[config.mk]
export PLATFORM = sky130hd
export DESIGN_NAME = dma_s2m_writer
export DESIGN_NICKNAME = d
export VERILOG_FILES = /design/src/rtl/dma_s2m_writer.sv
export SDC_FILE = /design/constraint.sdc
export NUM_CORES = 1
export LEC_CHECK = 0
export CAP_MARGIN = 15
export CORE_ASPECT_RATIO = 0.5
export CORE_MARGIN = 8
export CORE_UTILIZATION = 57
export DETAILED_ROUTE_END_ITERATION = 12
export PLACE_DENSITY = 0.92
export SLEW_MARGIN = 15
export SYNTH_ARGS = -nofsm -noshare
export SYNTH_HDL_FRONTEND = slang
export SYNTH_SLANG_ARGS = --single-unit
[constraint.sdc]
create_clock -name clk -period 7.7 [get_ports clk]
set_input_delay 1.54 -clock clk [delete_from_list [all_inputs] [get_ports clk]]
set_output_delay 1.54 -clock clk [all_outputs]
set_load 0.02 [all_outputs]
[src/rtl/dma_s2m_writer.sv]
// Stream-to-memory DMA writer: buffers AXI-Stream beats in a small FIFO and
// writes them as consecutive 32-bit words starting at a configured base address.
module dma_s2m_writer #(
    parameter int unsigned FIFO_DEPTH = 4
) (
    input  logic        clk,
    input  logic        rst,
    // configuration / status
    input  logic        cfg_start,
    input  logic [31:0] cfg_base,
    input  logic [6:0]  cfg_len,
    output logic        busy,
    output logic        done,
    output logic        err_len,
    output logic [6:0]  wr_count,
    // stream slave
    input  logic        ss_tvalid,
    input  logic [31:0] ss_tdata,
    input  logic        ss_tlast,
    output logic        ss_tready,
    // memory write master
    output logic        mem_req,
    output logic [31:0] mem_addr,
    output logic [31:0] mem_wdata,
    input  logic        mem_ack
);
    localparam int unsigned PW = (FIFO_DEPTH > 1) ? $clog2(FIFO_DEPTH) : 1;
    localparam logic [PW:0] FullCnt = (PW + 1)'(FIFO_DEPTH);
    localparam logic [PW:0] OneCnt  = (PW + 1)'(1);

    typedef enum logic [1:0] {StIdle, StRun, StDrain, StDone} state_t;

    state_t       state;
    logic [31:0]  base;
    logic [6:0]   len;
    logic [6:0]   acc_cnt;

    logic [31:0]  fifo_mem [FIFO_DEPTH];
    logic [PW-1:0] wr_ptr;
    logic [PW-1:0] rd_ptr;
    logic [PW:0]  count;

    logic full;
    logic empty;
    logic push;
    logic pop;
    logic last_by_len;
    logic term_beat;
    logic drain_done;

    assign full  = (count == FullCnt);
    assign empty = (count == '0);

    assign ss_tready = (state == StRun) && !full && (acc_cnt < len);
    assign mem_req   = ((state == StRun) || (state == StDrain)) && !empty;
    assign mem_addr  = base + {23'd0, wr_count, 2'b00};
    // Gated so the bus reads zero out of reset instead of stale buffer contents.
    assign mem_wdata = empty ? 32'd0 : fifo_mem[rd_ptr];

    assign push = ss_tvalid && ss_tready;
    assign pop  = mem_req && mem_ack;

    assign last_by_len = (acc_cnt + 7'd1 == len);
    assign term_beat   = push && (ss_tlast || last_by_len);
    // Looks one cycle ahead so done follows the final ack by exactly one cycle.
    assign drain_done  = ((count == '0) || ((count == OneCnt) && pop)) &&
                         ((wr_count + {6'd0, pop}) == acc_cnt);

    // FIFO pointers and occupancy.
    always_ff @(posedge clk or negedge rst) begin
        if (!rst) begin
            wr_ptr <= '0;
            rd_ptr <= '0;
            count  <= '0;
        end else begin
            if (push) wr_ptr <= wr_ptr + PW'(1);
            if (pop)  rd_ptr <= rd_ptr + PW'(1);
            unique case ({push, pop})
                2'b10:   count <= count + OneCnt;
                2'b01:   count <= count - OneCnt;
                default: count <= count;
            endcase
        end
    end

    // FIFO storage; no reset needed since reads are gated by empty.
    always_ff @(posedge clk) begin
        if (push) fifo_mem[wr_ptr] <= ss_tdata;
    end

    // Job FSM with counters, sticky length error and registered status outputs.
    always_ff @(posedge clk or negedge rst) begin
        if (!rst) begin
            state    <= StIdle;
            base     <= 32'd0;
            len      <= 7'd0;
            acc_cnt  <= 7'd0;
            wr_count <= 7'd0;
            err_len  <= 1'b0;
            busy     <= 1'b0;
            done     <= 1'b0;
        end else begin
            done <= 1'b0;
            if (push) acc_cnt  <= acc_cnt + 7'd1;
            if (pop)  wr_count <= wr_count + 7'd1;
            unique case (state)
                StIdle: begin
                    if (cfg_start) begin
                        base     <= cfg_base;
                        len      <= cfg_len;
                        acc_cnt  <= 7'd0;
                        wr_count <= 7'd0;
                        err_len  <= 1'b0;
                        if (cfg_len == 7'd0) begin
                            state <= StDone;
                            done  <= 1'b1;
                        end else begin
                            state <= StRun;
                            busy  <= 1'b1;
                        end
                    end
                end
                StRun: begin
                    if (term_beat) begin
                        state <= StDrain;
                        // Early tlast or missing tlast on the final beat.
                        if (ss_tlast != last_by_len) err_len <= 1'b1;
                    end
                end
                StDrain: begin
                    if (drain_done) begin
                        state <= StDone;
                        busy  <= 1'b0;
                        done  <= 1'b1;
                    end
                end
                StDone: begin
                    state <= StIdle;
                end
                default: state <= StIdle;
            endcase
        end
    end

endmodule
# Word-level counts from Yosys, hierarchy flattened
# Memories as Yosys holds them, arrays and structs flattened.
# Cells that the tools add are included.
# totals
register_bits	65
ramBits	128
inputBits	77
output_inout_bits	76
word_cells	86
mem_count	1
# op_classes
add_sub_neg	8
n_lt_le_gt_ge	1
n_eq_ne	15
muxes	27
n_reduce_logical	23
# memory_table
memory	words	word_bits	rd	rd_clocked_by_memory_dff	wr	line_no	text
fifo_mem	4	32	1	0	1	38	logic [31:0] fifo_mem [FIFO_DEPTH];
# ops
cell	count
two-way mux 7 bit	6
adder 32 x 9 -> 32 bit	1
two-way mux 32 bit	1
adder 7 x 1 -> 7 bit, second input constant	2
equality test 7 bit	2
two-way mux 1 bit	11
logical AND 1 bit	8
two-way mux 2 bit	4
!= test 2 bit, second input constant	4
case mux 2 bit (4 select lines)	1
AND reduction 4 bit	2
adder 7 x 1 -> 7 bit	1
logical NOT 7 bit	1
less-than comparator 7 bit	1
equality test 2 bit, second input constant	3
case mux 1 bit (2 select lines)	3
case mux 3 bit (2 select lines)	1
nonzero test 2 bit	3
adder 2 x 1 -> 2 bit, second input constant	2
equality test 2 x 1 -> 1 bit, second input constant	2
adder 3 x 1 -> 3 bit, second input constant	1
equality test 3 x 1 -> 1 bit, second input constant	1
equality test 3 bit, second input constant	1
logical NOT 3 bit	1
8 further kinds	11

# Depth between registers and ports, before layout
# Gate-level depths: netlist of run 1.
# logic_depth
depth_word	9
ltp_mapped	13

# Worst setup path before layout of run 1
# OpenSTA, ideal clock, no wires.
# synth_path
path_kind	flip-flop to output port
startpoint	reg wr_count[0]
endpoint	out mem_addr[24]
arrival_ps	2438
required_time_ps	6160
slack_ps	3722
path_stages_with_launch	11
path_buffers	1
path_cell_list	dfrtp_1 -> ha_1 -> inv_1 -> fa_1 -> nor2b_1 -> o21a_1 -> o21ai_0 -> a21o_1 -> clkbuf_1 -> nor4_1 -> xor2_1
# synth_between
elab_chain_cells	1
# synth_rtl
element	line_no	text
from (decl)	15	output logic [6:0] wr_count,
from (signal assigned)	105	if (pop) wr_count <= wr_count + 7'd1;
adder 32 x 9 -> 32 bit	56	assign mem_addr = base + {23'd0, wr_count, 2'b00};
to (decl)	23	output logic [31:0] mem_addr,
# No other way between the ends.

# Worst setup path after layout of run 1
# layout_path
startpoint	reg wr_count[0]
endpoint	out mem_addr[26]
# Same word-level chain as after synthesis.

==> results of run 1 <==
state kept, by name (all words and copies together), names as in the netlist:
name      flops
acc_cnt       7
base         32
busy          1
count         3
done          1
err_len       1
fifo_mem    128
len           7
rd_ptr        2
state         2
wr_count      7
wr_ptr        2
area by class of cell:
class / instances / area, µm² / area share, %
multi-input cells: 428 / 3230 / 28.8
flip-flops and latches: 193 / 5470 / 48.7
well taps: 204 / 255 / 2.27
clock inverters: 14 / 180 / 1.60
inverters: 28 / 105 / 0.936
repair buffers: 157 / 1550 / 13.8
clock buffers: 18 / 429 / 3.82
cell usage after synthesis (all sizes together):
library cell | instances | share of area, %
and3 | 2 | 0.20
a22oi | 1 | 0.084
and3b | 1 | 0.098
nand3 | 9 | 0.56
edfxtp | 128 | 43
inv | 28 | 1.2
or3 | 4 | 0.34
o2111ai | 2 | 0.20
a21o | 3 | 0.25
or2 | 2 | 0.14
a21oi | 7 | 0.39
nand4b | 1 | 0.098
a41oi | 1 | 0.098
clkbuf | 20 | 0.84
o21a | 2 | 0.17
xnor2 | 32 | 3.1
buf | 12 | 0.69
ha | 31 | 4.3
mux4 | 32 | 8.1
o2bb2ai | 1 | 0.098
nand4 | 8 | 0.63
o21ai | 23 | 1.3
nor3 | 12 | 0.67
nor2 | 25 | 1.1
o41ai | 1 | 0.098
nor4b | 4 | 0.56
and2 | 6 | 0.42
nor2b | 37 | 2.6
dfrtp | 65 | 18
nor4 | 13 | 0.91
a31oi | 4 | 0.28
fa | 1 | 0.22
nand2b | 2 | 0.14
nand2 | 125 | 5.3
mux2i | 5 | 0.56
xor2 | 31 | 3.0
power groups by stage:
stage / Sequential, µW / Clock, µW / Combinational, µW
4_1_cts: 1480 / 891 / 1940
5_1_grt: 1500 / 931 / 2060
3_3_place_gp: 1480 / 0 / 1860
2_1_floorplan: 1460 / 0 / 1190
6_report: 1470 / 882 / 1910
3_5_place_dp: 1500 / 0 / 1920
layer usage:
metal	part of all wire (%)	wire length [µm]	global-route usage (%)	vias up
li1	-	-	-	2700
met1	41	8210	23.7	2968
met2	53	10500	36.8	143
met3	4.3	847	3.51	22
met4	1.4	282	5.51	0
met5	0	0	0	-
kinds of logic (layout without fill, tap and decap cells):
family,count (synthesis),after routing
XOR/XNOR,63,63
buffers and inverters,60,217
AO/OA/AOI/OAI,45,45
adder cells (fa/ha/maj),32,32
multiplexers,37,37
flip-flops,193,193
AND/OR/NAND/NOR,251,251
how the worst min path moves through the flow:
stage / from / endpoint / slack, ps / cells after the start
final: base[7] / base[7] / 490 / 2
after global routing: base[5] / base[5] / 520 / 2
after CTS: base[6] / base[6] / 500 / 2
after detailed placement: base[7] / base[7] / 480 / 2
after global placement: base[0] / base[0] / 460 / 2
after floorplan: base[0] / base[0] / 450 / 2
metrics by stage:
step / cell area, µm² / hold WS [ps] / power [µW] / cells / utilization [%]
final: 11200 / 492 / 4270 / 1042 / 73.0
after global routing: 11200 / 522 / 4490 / 1042 / 73.0
after detailed placement: 10600 / 479 / 3420 / 1010 / 69.1
after floorplan: 8930 / 447 / 2640 / 681 / -
after global placement: 10600 / 459 / 3340 / 1010 / 69.1
after CTS: 11200 / 498 / 4310 / 1042 / 73.0
worst min-delay path: stages (launching register included):
cell     delay, ps
dfrtp_1        360
nand2_1         50
nand2_1         50
==> impl_metrics.csv, run 1 <==
group,metric,value,unit
global_route,first_global_vias,6254,
sta,fin_crit_sh,64.6,%
floorplan,placementRows,32,
detailed_routing,drc,0,
synthesis,synth_top_family_by_area,"simple AND/OR/NAND/NOR gates",
synthesis,synth_mux_area_share,8.63,%
detailed_routing,via_per_inst,5.60,
power,p_int,2660,µW
clock_network,clk_pin_slew,80,ps
run,maxCapViolCount,0,
floorplan,die-area,20200,µm²
placement,hpwl,13500,µm
worst_setup_path,cp_num_cells,10,
final_layout,nNetsFinal,934,
global_route,grt_first_pass_wirelength,31900,µm
clock_network,insertion_delay,420,ps
outcome,outcome,"completed",
synthesis,synthCells,681,
sta,slew_headroom,23.4,%
sta,fin_skew,18.2,ps
detailed_routing,vias,5833,
global_route,grt_antenna_before_repair,0,
power,switching_power,1610,µW
worst_setup_path,critPathKind,"register to output pin",
sta,grt_setup_unrepaired,"no",
detailed_routing,dr.pass1.iters,5,
global_route,track_usage,20.0,%
final_layout,fillers,975,
clock_network,clkSinkCount,193,
worst_setup_path,path_cells,"ha_1 > inv_1 > fa_1 > nor2b_1 > o21a_1 > o21ai_0 > a21o_1 > nor4_1 > xor2_1 > clkdlybuf4s50_1",
worst_setup_path,cp.required,6160,ps
synthesis,synth-xor-area-share,6.18,%
detailed_routing,drt_iter0_drc,326,
sta,period_needed,4980,ps
synthesis,yosys.area_share.simple,13.7,%
power,p_leak,0.00433,µW
worst_setup_path,crit_path_top_delay_cell,"clkdlybuf4s50_1",
synthesis,yosysSeqAreaShare,61.3,%
worst_setup_path,crit_buf_inv,2,
worst_setup_path,crit_arrival,3440,ps
floorplan,die_h,105,µm
clock_network,cts_tree,"yes",
floorplan,initial_utilization,58.1,%
synthesis,ys_seq_elements,193,
floorplan,core_area,15400,µm²
power,power_density,380,nW/µm²
global_route,grt_max_degree,66,
worst_setup_path,cpPeakStageDelay,620,ps
sta,drv_slew,0,
power,p_seq_share,34.5,%
final_layout,areaGrowthSynthToFinish,25.8,%
clock_network,clk_path_buf_depth,2,
power,comb_power_share,44.8,%
placement,place.gp.congestion,0.867,
clock_network,htreeDepth,4,
final_layout,mostFrequentLayoutCells,"clkdlybuf4s50_1 (151), edfxtp_1 (128), nand2_1 (124), dfrtp_1 (64), nor2b_1 (36)",
synthesis,ys.warnings.count,0,
final_layout,final_common_cell,"clkdlybuf4s50_1",
final_layout,drive_above_1_share,10.0,%
floorplan,io_pins,153,
placement,pre_cts_ws,3200,ps
worst_setup_path,worstPathMaxFanout,11,
clock_network,hold_buffers,0,
sta,setup_slack,2720,ps
global_route,grt-ovfl-total,0,
synthesis,synth_nets,790,
synthesis,synth_compound_area_share,2.96,%
worst_setup_path,r2r-start,"count[0]",
synthesis,syn_area,8930,µm²
floorplan,die_x,193,µm
sta,fmax,201,MHz
detailed_routing,ant_nets,0,
power,pwr-share-clk,20.7,%
worst_setup_path,cp-end-kind,"output pin",
clock_network,clockRootBuffer,"clkbuf_16",
final_layout,diodes,0,
worst_setup_path,crit_end,"mem_addr[26]",
detailed_routing,post_drt_wl_per_cell,19.1,µm
worst_setup_path,cp_top_family,"buffers and inverters",
synthesis,synth-adder-area-share,4.57,%
worst_setup_path,reg2regPathDepth,12,
sta,hold_viol,0,
sta,tightestPinTransition,1150,ps
worst_setup_path,regToRegSetupSlack,3930,ps
power,ir_drop,269,µV
sta,setup_viol,0,
synthesis,synth_area_per_cell,13.1,µm²
hold_path,hold_path.class,"register to register",
clock_network,cts_buffers,17,
placement,portBuffers,152,
worst_setup_path,timing.rr.end,"state[0]",
clock_network,cts.repair.resized,0,
sta,finalSetupTns,0,ps
synthesis,ys_types,45,
worst_setup_path,startpoint_type,"register",
detailed_routing,wl,19900,µm
power,swShare,37.8,%
worst_setup_path,cp-startpoint,"wr_count[0]",
clock_network,post_cts_buffers,0,
No activity file was read; power rests on OpenSTA's default activity.
==> run 2, diff against run 1 <==
--- a/config.mk
+++ b/config.mk
@@ -8,9 +8,9 @@
 export CAP_MARGIN = 15
 export CORE_ASPECT_RATIO = 0.5
 export CORE_MARGIN = 8
-export CORE_UTILIZATION = 57
+export CORE_UTILIZATION = 53
 export DETAILED_ROUTE_END_ITERATION = 12
-export PLACE_DENSITY = 0.92
+export PLACE_DENSITY = 0.87
 export SLEW_MARGIN = 15
 export SYNTH_ARGS = -nofsm -noshare
 export SYNTH_HDL_FRONTEND = slang
==> constraint.sdc (replaced) <==
create_clock -name clk -period 5.1 [get_ports clk]
set_input_delay 1.02 -clock clk [delete_from_list [all_inputs] [get_ports clk]]
set_output_delay 1.02 -clock clk [all_outputs]
set_load 0.02 [all_outputs]
==> run 2 against run 1 <==
Compared with the run above: sequential share of layout area about the same; largest power group unchanged; highest routed layer unchanged; core utilization down 4.6 points; via count up 0.15%; register-to-register slack worse by 2500 ps; routed wire length up 1.8%; clock skew down 9.4 ps; count of clock-buffer cells in the layout unchanged; critical path depth down 1; sequential power up 56%; final cell count up 2.4%; cell area about the same; largest cell class unchanged; sequential cell count unchanged.
==> impl_metrics.csv, run 2 (same netlist as run 1, synthesis figures left out) <==
group,metric,value,unit
clock_network,cts_tree,"yes",
power,switching_power,2390,µW
clock_network,clkSinkCount,193,
sta,fin_skew,8.72,ps
final_layout,fin_cells,1067,
power,ir_drop,305,µV
sta,finalSetupTns,0,ps
clock_network,hold_buffers,0,
placement,place.gp.congestion,0.828,
floorplan,die-area,21500,µm²
detailed_routing,dr.pass1.iters,7,
sta,fin_crit_sh,87.1,%
clock_network,cts_buffers,17,
final_layout,mostFrequentLayoutCells,"clkdlybuf4s50_1 (151), edfxtp_1 (128), nand2_1 (125), dfrtp_1 (64), nor2b_1 (36)",
power,p_int,4050,µW
global_route,grt_first_pass_wirelength,32000,µm
floorplan,die_h,108,µm
final_layout,fillers,1165,
power,pwr-share-clk,20.3,%
worst_setup_path,regToRegSetupSlack,1480,ps
worst_setup_path,timing.rr.end,"state[0]",
placement,portBuffers,152,
sta,slew_headroom,24.2,%
worst_setup_path,r2r-start,"count[0]",
detailed_routing,wl_met1,8160,µm
detailed_routing,wl,20200,µm
sta,setup_viol,0,
floorplan,placementRows,33,
detailed_routing,vias,5842,
detailed_routing,wl_met3,1320,µm
final_layout,areaGrowthSynthToFinish,25.9,%
clock_network,clockRootBuffer,"clkbuf_16",
power,swShare,37.2,%
final_layout,nNetsFinal,936,
power,comb_power_share,44.1,%
final_layout,largest_reg_flops,128,
run,maxCapViolCount,0,
sta,period_needed,4440,ps
worst_setup_path,reg2regPathDepth,13,
hold_path,hp-start,"base[0]",
detailed_routing,via_per_inst,5.48,
sta,tightestPinTransition,1140,ps
detailed_routing,top_layer,"met4",
sta,fmax,225,MHz
floorplan,core_area,16400,µm²
final_layout,drive_above_1_share,10.1,%
worst_setup_path,worstPathMaxFanout,11,
global_route,track_usage,19.1,%
sta,grt_setup_unrepaired,"no",
detailed_routing,ant_nets,0,
placement,hpwl,13700,µm
final_layout,reg_top3,"fifo_mem (128), base (32)",
worst_setup_path,critPathKind,"register to output pin",
worst_setup_path,crit_arrival,3420,ps
worst_setup_path,path_cells,"inv_1 > fa_1 > nor2b_1 > o21a_1 > o21ai_0 > a21o_1 > nor4_1 > xnor2_1 > clkdlybuf4s50_1",
hold_path,hold_path.class,"register to register",
floorplan,initial_utilization,54.3,%
global_route,first_global_vias,6165,
detailed_routing,wl_met2,10300,µm
clock_network,post_cts_buffers,0,
outcome,outcome,"completed",
global_route,grt_max_degree,66,
floorplan,io_pins,153,
power,power_density,573,nW/µm²
final_layout,diodes,0,
worst_setup_path,crit_path_top_delay_cell,"clkdlybuf4s50_1",
worst_setup_path,startpoint_type,"register",
clock_network,htreeDepth,4,
clock_network,insertion_delay,430,ps
hold_path,whs_path_depth,2,
worst_setup_path,cpPeakStageDelay,640,ps
final_layout,final_common_cell,"clkdlybuf4s50_1",
sta,drv_slew,0,
worst_setup_path,cp-end-kind,"output pin",
detailed_routing,drt_iter0_drc,410,
detailed_routing,drc,0,
clock_network,clk_pin_slew,70,ps
detailed_routing,post_drt_wl_per_cell,19.0,µm
clock_network,cts.repair.resized,0,
power,p_leak,0.00433,µW
global_route,grt_antenna_before_repair,0,
final_layout,regMostFlops,"fifo_mem",
hold_path,min_to,"base[0]",
power,p_seq_share,35.6,%
placement,dp_cells,1035,
worst_setup_path,cp.required,4080,ps
sta,hold_viol,0,
global_route,grt-ovfl-total,0,
clock_network,clk_path_buf_depth,2,
floorplan,die_x,200,µm
==> run 2: cell types whose count changed in the layout (fill, tap and decap cells not counted), sizes merged <==
cell and change:
clkinvlp +2, inv -1, buf +2, bufinv +1, clkinv -2
==> run 2: worst max-delay path by stage <==
stage                     start            to
finish              wr_count[1]  mem_addr[28]
global route        wr_count[0]  mem_addr[26]
CTS                 wr_count[1]  mem_addr[28]
detailed placement  wr_count[0]  mem_addr[28]
global placement    wr_count[0]  mem_addr[26]
floorplan           wr_count[0]  mem_addr[24]
==> run 2: cell type report <==
type | count | area, µm² | area share, %
multi-input cells | 428 | 3230 | 28.7
repair buffers | 159 | 1570 | 14.0
flip-flops and latches | 193 | 5470 | 48.7
clock buffers | 18 | 429 | 3.82
clock inverters | 14 | 149 | 1.32
well taps | 227 | 284 | 2.53
inverters | 28 | 105 | 0.935
==> run 2: critical path, delay by kind of cell (launching register included) <==
family	cells	cell delay (ps)
AND/OR/NAND/NOR	2	490
flip-flops	1	510
AO/OA/AOI/OAI	3	600
buffers and inverters	2	750
XOR/XNOR	1	180
adder cells (fa/ha/maj)	1	470
==> run 2: metal layers <==
| layer | vias to the layer above | track usage, % |
|---|---|---|
| li1 | 2709 | - |
| met4 | 0 | 7.99 |
| met5 | - | 0 |
| met2 | 184 | 33.3 |
| met3 | 37 | 4.71 |
| met1 | 2912 | 22.4 |
==> run 2: stage by stage <==
| stage | area (µm²) | hold WS (ps) | utilization (%) | setup slack [ps] | power [µW] |
|---|---|---|---|---|---|
| 6_report | 11200 | 479 | 68.4 | 656 | 6440 |
| 5_1_grt | 11200 | 502 | 68.4 | 344 | 6800 |
| 3_3_place_gp | 10700 | 457 | 64.9 | 1270 | 5080 |
| 2_1_floorplan | 8930 | 447 | - | 1640 | 3990 |
| 4_1_cts | 11200 | 480 | 68.4 | 651 | 6490 |
| 3_5_place_dp | 10700 | 461 | 64.9 | 1170 | 5170 |
==> run 2: power by group through the flow <==
stage	registers, µW	logic [µW]	clock network (µW)
after global routing	2340	3080	1390
after CTS	2300	2880	1320
after detailed placement	2320	2850	0
after global placement	2300	2780	0
after floorplan	2200	1790	0
final	2290	2840	1300
